==> src/rtl/afifo_rd_skid_47bit_if.sv <==
// Read-side bundle of the 47-bit CDC FIFO consumer: FIFO pop port plus the downstream request bus.
// AFIFO_RD_SKID_STAT_EN adds the beat/stall statistic counters to the bundle.
interface afifo_rd_skid_47bit_if;
    logic        rempty;
    logic [46:0] rdata;
    logic        rpop;
    logic        m_valid;
    logic        m_ready;
    logic [31:0] m_addr;
    logic [7:0]  m_id;
    logic [3:0]  m_len;
    logic [2:0]  m_size;
    logic [46:0] m_raw;
    logic [1:0]  occ;
`ifdef AFIFO_RD_SKID_STAT_EN
    logic [15:0] beat_cnt;
    logic [15:0] stall_cnt;
`endif

    // master: the skid consumer; slave: the FIFO plus downstream sink around it
    modport master (
        input  rempty, rdata, m_ready,
        output rpop, m_valid, m_addr, m_id, m_len, m_size, m_raw, occ
`ifdef AFIFO_RD_SKID_STAT_EN
        , output beat_cnt, stall_cnt
`endif
    );

    modport slave (
        output rempty, rdata, m_ready,
        input  rpop, m_valid, m_addr, m_id, m_len, m_size, m_raw, occ
`ifdef AFIFO_RD_SKID_STAT_EN
        , input beat_cnt, stall_cnt
`endif
    );
endinterface

==> src/rtl/afifo_rd_skid_47bit.sv <==
// Read-domain consumer of the 47-bit async FIFO: pops into a 2-entry skid buffer, presents a registered valid/ready request.
// Define AFIFO_RD_SKID_STAT_EN to add beat_cnt (wrapping) and stall_cnt (saturating) statistics.
module afifo_rd_skid_47bit #(
    parameter int DEPTH = 2,
    parameter int DW    = 47
) (
    input  logic                   rclk,
    input  logic                   rrst,
    afifo_rd_skid_47bit_if.master  bus
);
    localparam int CW = $clog2(DEPTH + 1);
    localparam logic [CW-1:0] FULL = CW'(DEPTH);

    logic [DW-1:0] head_q, head_d;
    logic [DW-1:0] tail_q, tail_d;
    logic [CW-1:0] cnt_q, cnt_d;
    logic          pop;
    logic          deq;

    // Pop only from registered state and rempty, keeping m_ready off the FIFO timing path.
    assign pop = !bus.rempty && (cnt_q != FULL) && !rrst;
    assign deq = (cnt_q != '0) && bus.m_ready;

    always_comb begin
        head_d = head_q;
        tail_d = tail_q;
        cnt_d  = cnt_q + CW'(pop) - CW'(deq);
        if (deq && (cnt_q == FULL)) begin
            head_d = tail_q;
        end
        if (pop) begin
            // The new entry lands in the head whenever the head is vacated this cycle.
            if ((cnt_q == '0) || ((cnt_q == CW'(1)) && deq)) begin
                head_d = bus.rdata;
            end else begin
                tail_d = bus.rdata;
            end
        end
    end

    always_ff @(posedge rclk) begin
        if (rrst) begin
            head_q <= '0;
            tail_q <= '0;
            cnt_q  <= '0;
        end else begin
            head_q <= head_d;
            tail_q <= tail_d;
            cnt_q  <= cnt_d;
        end
    end

    assign bus.rpop    = pop;
    assign bus.m_valid = (cnt_q != '0);
    assign bus.m_raw   = head_q;
    assign bus.m_addr  = head_q[46:15];
    assign bus.m_id    = head_q[14:7];
    assign bus.m_len   = head_q[6:3];
    assign bus.m_size  = head_q[2:0];
    assign bus.occ     = cnt_q;

`ifdef AFIFO_RD_SKID_STAT_EN
    logic [15:0] beat_q, beat_d;
    logic [15:0] stall_q, stall_d;

    function automatic logic [15:0] sat_inc16(input logic [15:0] v);
        return (v == 16'hFFFF) ? v : v + 16'd1;
    endfunction

    always_comb begin
        beat_d  = deq ? beat_q + 16'd1 : beat_q;
        stall_d = ((cnt_q != '0) && !bus.m_ready) ? sat_inc16(stall_q) : stall_q;
    end

    always_ff @(posedge rclk) begin
        if (rrst) begin
            beat_q  <= '0;
            stall_q <= '0;
        end else begin
            beat_q  <= beat_d;
            stall_q <= stall_d;
        end
    end

    assign bus.beat_cnt  = beat_q;
    assign bus.stall_cnt = stall_q;
`endif
endmodule

==> src/flat_wrapper.sv <==
// flat-port wrapper written by rule: the top's interface ports become plain ports
module afifo_rd_skid_47bit_flat 
#(
    parameter int DEPTH = 2,
    parameter int DW    = 47
)
  (rclk, rrst, bus_rempty, bus_rdata, bus_m_ready, bus_rpop, bus_m_valid, bus_m_addr, bus_m_id, bus_m_len, bus_m_size, bus_m_raw, bus_occ);
  afifo_rd_skid_47bit_if bus_i ();
  input  logic rclk;
  input  logic rrst;
  input wire logic [$bits(bus_i.rempty)-1:0] bus_rempty;
  input wire logic [$bits(bus_i.rdata)-1:0] bus_rdata;
  input wire logic [$bits(bus_i.m_ready)-1:0] bus_m_ready;
  output wire logic [$bits(bus_i.rpop)-1:0] bus_rpop;
  output wire logic [$bits(bus_i.m_valid)-1:0] bus_m_valid;
  output wire logic [$bits(bus_i.m_addr)-1:0] bus_m_addr;
  output wire logic [$bits(bus_i.m_id)-1:0] bus_m_id;
  output wire logic [$bits(bus_i.m_len)-1:0] bus_m_len;
  output wire logic [$bits(bus_i.m_size)-1:0] bus_m_size;
  output wire logic [$bits(bus_i.m_raw)-1:0] bus_m_raw;
  output wire logic [$bits(bus_i.occ)-1:0] bus_occ;
  assign bus_i.rempty = bus_rempty;
  assign bus_i.rdata = bus_rdata;
  assign bus_i.m_ready = bus_m_ready;
  assign bus_rpop = bus_i.rpop;
  assign bus_m_valid = bus_i.m_valid;
  assign bus_m_addr = bus_i.m_addr;
  assign bus_m_id = bus_i.m_id;
  assign bus_m_len = bus_i.m_len;
  assign bus_m_size = bus_i.m_size;
  assign bus_m_raw = bus_i.m_raw;
  assign bus_occ = bus_i.occ;
  afifo_rd_skid_47bit #(.DEPTH(DEPTH), .DW(DW)) u_core (.rclk(rclk), .rrst(rrst), .bus(bus_i));
endmodule
==> config.mk <==
export PLATFORM = sky130hd
export DESIGN_NAME = afifo_rd_skid_47bit_flat
export DESIGN_NICKNAME = d
export VERILOG_FILES = /design/src/rtl/afifo_rd_skid_47bit_if.sv /design/src/rtl/afifo_rd_skid_47bit.sv /design/src/flat_wrapper.sv
export SDC_FILE = /design/constraint.sdc
export NUM_CORES = 1
export LEC_CHECK = 0
export ABC_AREA = 1
export BUFFER_PORTS_ARGS = -buffer_cell sky130_fd_sc_hd__buf_4
export CAP_MARGIN = 40
export CELL_PAD_IN_SITES_DETAIL_PLACEMENT = 0
export CELL_PAD_IN_SITES_GLOBAL_PLACEMENT = 1
export CORE_MARGIN = 2
export CORE_UTILIZATION = 32
export CTS_BUF_LIST = sky130_fd_sc_hd__clkbuf_16
export DETAILED_ROUTE_END_ITERATION = 16
export GPL_ROUTABILITY_DRIVEN = 0
export HOLD_SLACK_MARGIN = 0.05
export PLACE_DENSITY_LB_ADDON = 0.1
export SKIP_LAST_GASP = 1
export SLEW_MARGIN = 0
export SYNTH_ARGS = -nofsm -noshare
export SYNTH_HDL_FRONTEND = slang
export SYNTH_SLANG_ARGS = --single-unit
==> constraint.sdc <==
create_clock -name rclk -period 1.55 [get_ports rclk]
set_clock_uncertainty 0.15 [all_clocks]
set_input_delay 0.0775 -clock rclk [delete_from_list [all_inputs] [get_ports rclk]]
set_output_delay 0.0775 -clock rclk [all_outputs]
set_load 0.01 [all_outputs]
==> impl_metrics.yaml, run 1 <==
setup_path:
  required_ns: 1.68
  cp_cell_sequence: "inv_6, buf_6, nand2_4, nand2_8, nor2_4, buf_12, clkbuf_16, nor2_2, nor2_1"
  reg2reg_from: "u_core.bus.occ[0]$_SDFF_PP0_"
  critPathTopFamily: "buffers and inverters"
  cp-startpoint: "u_core.bus.occ[0]$_SDFF_PP0_"
  critPathMaxFanout: 7
  start_kind: "flop"
  crit_type: "reg -> reg"
  crit_path_end_kind: "flop"
  path_buf_inv: 4
  critPathArrivalTime_ns: 1.68
  crit_path_max_incr_delay_ns: 0.39
  crit_slowest_cell: "dfxtp_4"
layout:
  nets: 995
  multi_input_area_mm2: 0.00241
  fin_util_pct: 45.8
  layout-drive-gt1-share_pct: 24.6
  fill_cells: 1713
  finalInstanceArea_mm2: 0.00727
  seq_area_mm2: 0.00193
  antenna_cells: 0
  area_delta_synth_final_pct: 40.3
sta:
  tns_ns: -0.000411
  min_period_ns: 1.55
  setup_viol_count_final: 1
  rsz0062_at_grt: "yes"
  layout_setup_ws_ns: -0.000411
  hold_viol: 0
  holdWs_ns: 0.109
  finalCritPeriodShare_pct: 100
  slew_headroom_pct: 70.5
  tightestPinTransition_ns: 0.442
  max_clock_freq_mhz: 645
  slew_violations: 0
floorplan:
  dieHeight_um: 131
  core_area_mm2: 0.0159
  dieArea_mm2: 0.0172
  die_x_um: 131
  initial_utilization_pct: 32.6
  num_rows: 46
  pin_count: 149
clock_tree:
  clock_sinks: 96
  cts_tree: "built"
  cts_buffers: 9
  clock_path_buffers: 2
  clockRootBuffer: "clkbuf_16"
  clock_latency_ns: 0.34
  htree_levels: 3
  clk_pin_slew_worst_paths_ns: 0.07
logic_synthesis:
  synth_top_area_share_pct: 37.1
  yosys-top-cells-area: "dfxtp_1 (37%), nand2_1 (14%), nor2_1 (14%)"
  netlist_area_mm2: 0.00518
  synth_top_area_cell: "dfxtp_1"
  synth_cell_types: 19
  synth-seq-cells: 96
  ys_seq_area_share_pct: 37.1
  ys_warn_count: 0
  synth_cells: 798
  synthesis.nets: 850
  postSynthAreaPerCell_um2: 6.50
run_status:
  violations: "negative setup slack"
  run_status: "finished with violations"
detailed_routing:
  wirelength_um: 16500
  vias: 5358
  drc: 0
  detail_route.wl_per_cell_um: 14.2
  first_pass_iters: 4
  avgViaCountPerCell: 4.60
  drt_iter0_drc: 271
  detail-route-antenna-nets: 0
global_route:
  antenna_found_initial: 0
  overflow: 0
  grt_pass1_wl_um: 26200
  first_global_vias: 5162
  grt_max_degree: 53
  track_usage_pct: 18.7
run:
  drv_cap: 0
place:
  dpl.hpwl_um: 10100
  place_area_mm2: 0.00620
  io_buffers: 148
  place_ws_ns: -0.0772
hold_path:
  hold_class: "in -> reg"
  min_from: "rrst"
pwr:
  power_leakage_nw: 3.64
  vdd_drop_max_v: 0.000763
  power.density_mw_per_mm2: 1390
per-stage QoR:
step | instances | power [W]
floorplan | 798 | 0.00606
global placement | 1084 | 0.00743
detailed placement | 1084 | 0.00747
CTS | 1158 | 0.00996
global route | 1164 | 0.0109
finish | 1164 | 0.0101
power by group:
| group | total [W] | switching, W | internal [W] |
|---|---|---|---|
| combinational | 0.00468 | 0.00260 | 0.00208 |
| clock | 0.00220 | 0.000968 | 0.00123 |
| sequential | 0.00326 | 0.000346 | 0.00292 |
| total | 0.0101 | 0.00392 | 0.00622 |
state kept, by name, indices dropped and copies added, names as in the netlist:
name / flops
u_core.bus.occ: 2
u_core.tail_q: 47
u_core.bus.m_raw: 47
worst paths after layout:
check	to	slack, ns	cells past startpoint
setup / recovery	u_core.tail_q[11]$_SDFFE_PP0P_	-0.0004	9
hold / removal	u_core.tail_q[24]$_SDFFE_PP0P_	0.11	5
setup reg to reg	u_core.tail_q[11]$_SDFFE_PP0P_	-0.0004	9
hold reg to reg	u_core.tail_q[21]$_SDFFE_PP0P_	0.32	2
routing by layer:
metal | track usage (%) | routed length (um) | vias to the layer above
met5 | 0 | 0 | -
met4 | 6.94 | 261 | 0
met3 | 2.78 | 739 | 19
met2 | 32.3 | 7920 | 149
met1 | 23.7 | 7570 | 2456
li1 | - | - | 2734
synthesized netlist by cell type:
cell type,instances
nand2_1,193
nor2_1,192
dfxtp_1,96
nand3_1,96
buf_4,51
inv_1,51
nand4_1,47
buf_2,26
buf_6,15
clkbuf_1,11
buf_1,6
inv_2,3
nand2_2,3
nor2_2,3
a21oi_1,1
ha_1,1
nand2_4,1
o21bai_4,1
xnor2_1,1
cells in the final DEF, fill, tap and decap left out, types with 2 or more instances in the layout:
cell,instances
nor2_1,185
dlygate4sd3_1,48
nand2_1,192
nor2_4,7
inv_1,53
nor2_2,3
clkinv_2,3
nand2_4,3
nand3_1,95
inv_2,2
buf_6,4
buf_12,10
dfxtp_4,2
nand4_1,47
clkbuf_16,12
buf_4,176
dfxtp_1,94
worst min-delay path, stage by stage:
cell and delay, ns:
buf_4 0.12, inv_2 0.06, buf_12 0.17, nand2_1 0.08, nor2_1 0.03
area by class of cell:
type                       count  area share, %
clock inverter                 7          0.774
tap                          216           3.72
multi-input combinational    539           33.1
timing repair buffer         243           29.8
inverter                      54           2.96
sequential                    96           26.5
clock buffer                   9           3.10
kinds of logic after synthesis:
kind of cell / synth area share (%)
AND/OR/NAND/NOR: 43.8
XOR/XNOR: 0.169
AO/OA/AOI/OAI: 0.459
adder cells (fa/ha/maj): 0.241
buffers and inverters: 18.3
flip-flops: 37.1
what timing repair did:
item,CTS,global route
setup endpoints to repair,5,38
setup buffers,9,3
endpoints found under the hold margin,95,0
cloned,1,4
pin swaps,5,23
hold buffers,48,0
gates resized for setup,6,24
Note: power is estimated with default switching activity, not from simulation.
==> run 2: changes to the inputs <==
--- a/config.mk
+++ b/config.mk
@@ -10,13 +10,14 @@
 export CAP_MARGIN = 40
 export CELL_PAD_IN_SITES_DETAIL_PLACEMENT = 0
 export CELL_PAD_IN_SITES_GLOBAL_PLACEMENT = 1
+export CORE_ASPECT_RATIO = 0.8
 export CORE_MARGIN = 2
 export CORE_UTILIZATION = 32
 export CTS_BUF_LIST = sky130_fd_sc_hd__clkbuf_16
 export DETAILED_ROUTE_END_ITERATION = 16
 export GPL_ROUTABILITY_DRIVEN = 0
 export HOLD_SLACK_MARGIN = 0.05
-export PLACE_DENSITY_LB_ADDON = 0.1
+export PLACE_DENSITY = 0.74
 export SKIP_LAST_GASP = 1
 export SLEW_MARGIN = 0
 export SYNTH_ARGS = -nofsm -noshare
==> run 2 against run 1 <==
Net effect:
- the run still ends with negative setup slack left
- global-route usage barely moved
- sequential power hardly changed
- hold slack worse by 0.015 ns
- non-clock buffer count grew 1
- critical path depth unchanged
- die area barely moved
- first-iteration DRC count grew 13%
- largest cell class unchanged
- largest power group unchanged
==> impl_metrics.yaml, run 2 (synthesized netlist as in run 1, its figures left out) <==
run_status:
  run_status: "finished with violations"
  violations: "negative setup slack"
layout:
  area_delta_synth_final_pct: 40.9
  fill_cells: 1685
  nets: 996
  antenna_cells: 0
  final_common_cell: "nand2_1"
  layout_common_cells: "nand2_1 (190), nor2_1 (178), buf_4 (171)"
  layout-drive-gt1-share_pct: 25.5
  final_cell_count_no_fill: 1164
pwr:
  vdd_drop_max_v: 0.000778
  clkPwrFrac_pct: 20.1
  power_leakage_nw: 3.62
  p_int_w: 0.00610
  sequentialPowerShare_pct: 32.4
  power.density_mw_per_mm2: 1380
  p_comb_share_pct: 47.4
  power.total_w: 0.0101
  p_switching_w: 0.00397
  netSwitchingFraction_pct: 39.4
floorplan:
  core_area_mm2: 0.0158
  die_x_um: 146
  initial_utilization_pct: 32.8
  dieArea_mm2: 0.0172
  num_rows: 41
  pin_count: 149
  dieHeight_um: 118
setup_path:
  crit_type: "reg -> reg"
  crit_slowest_cell: "dfxtp_4"
  cp_cell_sequence: "buf_4, inv_4, nand2_4, nand2_8, nor2_4, buf_12, clkbuf_16, nor2_1, nor2_1"
  timing.rr.end: "u_core.tail_q[28]$_SDFFE_PP0P_"
  crit_path_max_incr_delay_ns: 0.39
  reg2reg_from: "u_core.bus.occ[1]$_SDFF_PP0_"
  crit_path_end_kind: "flop"
  worst_r2r_path_depth: 9
  ff2ff_setup_slack_ns: -0.03
  cp_common_cell: "nor2_1"
  start_kind: "flop"
  required_ns: 1.69
  critPathMaxFanout: 8
  critPathArrivalTime_ns: 1.72
hold_path:
  min_from: "rrst"
  holdPathStages: 5
  worstHoldEndpoint: "u_core.tail_q[0]$_SDFFE_PP0P_"
  hold_class: "in -> reg"
clock_tree:
  clock_latency_ns: 0.35
  clockRootBuffer: "clkbuf_16"
  clk_pin_slew_worst_paths_ns: 0.07
  clock_path_buffers: 2
  cts_tree: "built"
  htree_levels: 3
  cts_buffers: 9
  clock_sinks: 96
global_route:
  first_global_vias: 5004
  grt_pass1_wl_um: 26000
  antenna_found_initial: 0
  track_usage_pct: 18.7
  grt_max_degree: 52
  overflow: 0
sta:
  layout_setup_ws_ns: -0.0318
  min_period_ns: 1.58
  rsz0062_at_grt: "yes"
  hold_viol: 0
  tightestPinTransition_ns: 0.329
  finalCritPeriodShare_pct: 102
  slew_headroom_pct: 78.1
  max_clock_freq_mhz: 632
  setup_viol_count_final: 10
  slew_violations: 0
run:
  drv_cap: 0
detailed_routing:
  detail-route-antenna-nets: 0
  wirelength_um: 16500
  drt_iter0_drc: 307
  avgViaCountPerCell: 4.51
  vias: 5250
  drc: 0
  first_pass_iters: 4
  detail_route.wl_per_cell_um: 14.1
place:
  placedCellCount: 1086
  io_buffers: 148
  place_ws_ns: -0.0423
  dpl.hpwl_um: 9870
==> run 2: worst max path at each step <==
stage | startpoint | to
after CTS | u_core.bus.occ[1]$_SDFF_PP0_ | u_core.tail_q[30]$_SDFFE_PP0P_
after floorplan | u_core.bus.occ[1]$_SDFF_PP0_ | u_core.bus.occ[1]$_SDFF_PP0_
after global routing | u_core.bus.occ[0]$_SDFF_PP0_ | u_core.bus.m_raw[15]$_SDFF_PP0_
after detailed placement | u_core.bus.occ[0]$_SDFF_PP0_ | u_core.bus.m_raw[39]$_SDFF_PP0_
final | u_core.bus.occ[1]$_SDFF_PP0_ | u_core.tail_q[28]$_SDFFE_PP0P_
after global placement | u_core.bus.occ[0]$_SDFF_PP0_ | u_core.bus.occ[1]$_SDFF_PP0_
==> run 2: worst max-delay path, delay by kind of cell (launching register included) <==
family        cells  cell delay, ns
simple gates      5            0.44
buf+inv           4            0.51
flops             1            0.39
==> run 2: cell type report <==
cell class | instances | area, um^2 | share of cell area (%)
tap | 215 | 269 | 3.68
clock inverter | 7 | 32.5 | 0.445
multi-input combinational | 539 | 2410 | 33.0
timing repair buffer | 244 | 2220 | 30.4
inverter | 54 | 218 | 2.98
sequential | 96 | 1930 | 26.4
clock buffer | 9 | 225 | 3.08
==> run 2: power by group through the flow <==
stage / registers [W] / clock network, W / logic (W)
global route: 0.00332 / 0.00220 / 0.00524
floorplan: 0.00333 / 0 / 0.00273
finish: 0.00327 / 0.00203 / 0.00477
CTS: 0.00325 / 0.00209 / 0.00448
global placement: 0.00327 / 0 / 0.00425
detailed placement: 0.00329 / 0 / 0.00424
==> run 2: per-stage QoR <==
step / hold WS, ns / cell area [um^2] / utilization (%) / TNS, ns
final: 0.0944 / 7310 / 46.2 / -0.148
after global placement: 0.148 / 6230 / 39.5 / 0
after global routing: 0.0974 / 7310 / 46.2 / -3.94
after CTS: 0.0744 / 7080 / 44.8 / -0.0145
after detailed placement: 0.149 / 6230 / 39.5 / -0.0873
after floorplan: -0.00131 / 5200 / - / -0.127
==> run 2: metal layers <==
layer	part of all wire, %	wire length (um)	track usage (%)	vias up
met5	0	0	0	-
li1	-	-	-	2744
met3	5.1	839	4.77	10
met2	45	7470	29.3	145
met1	49	8000	25.9	2351
met4	0.97	160	4.55	0
==> run 2: what timing repair did <==
action,CTS,global route
pin swaps,0,12
hold buffers,49,0
resized for setup,10,35
gates cloned,0,4
endpoints found under the hold margin,95,0
setup buffers,7,2
endpoints found under the setup margin,73,96
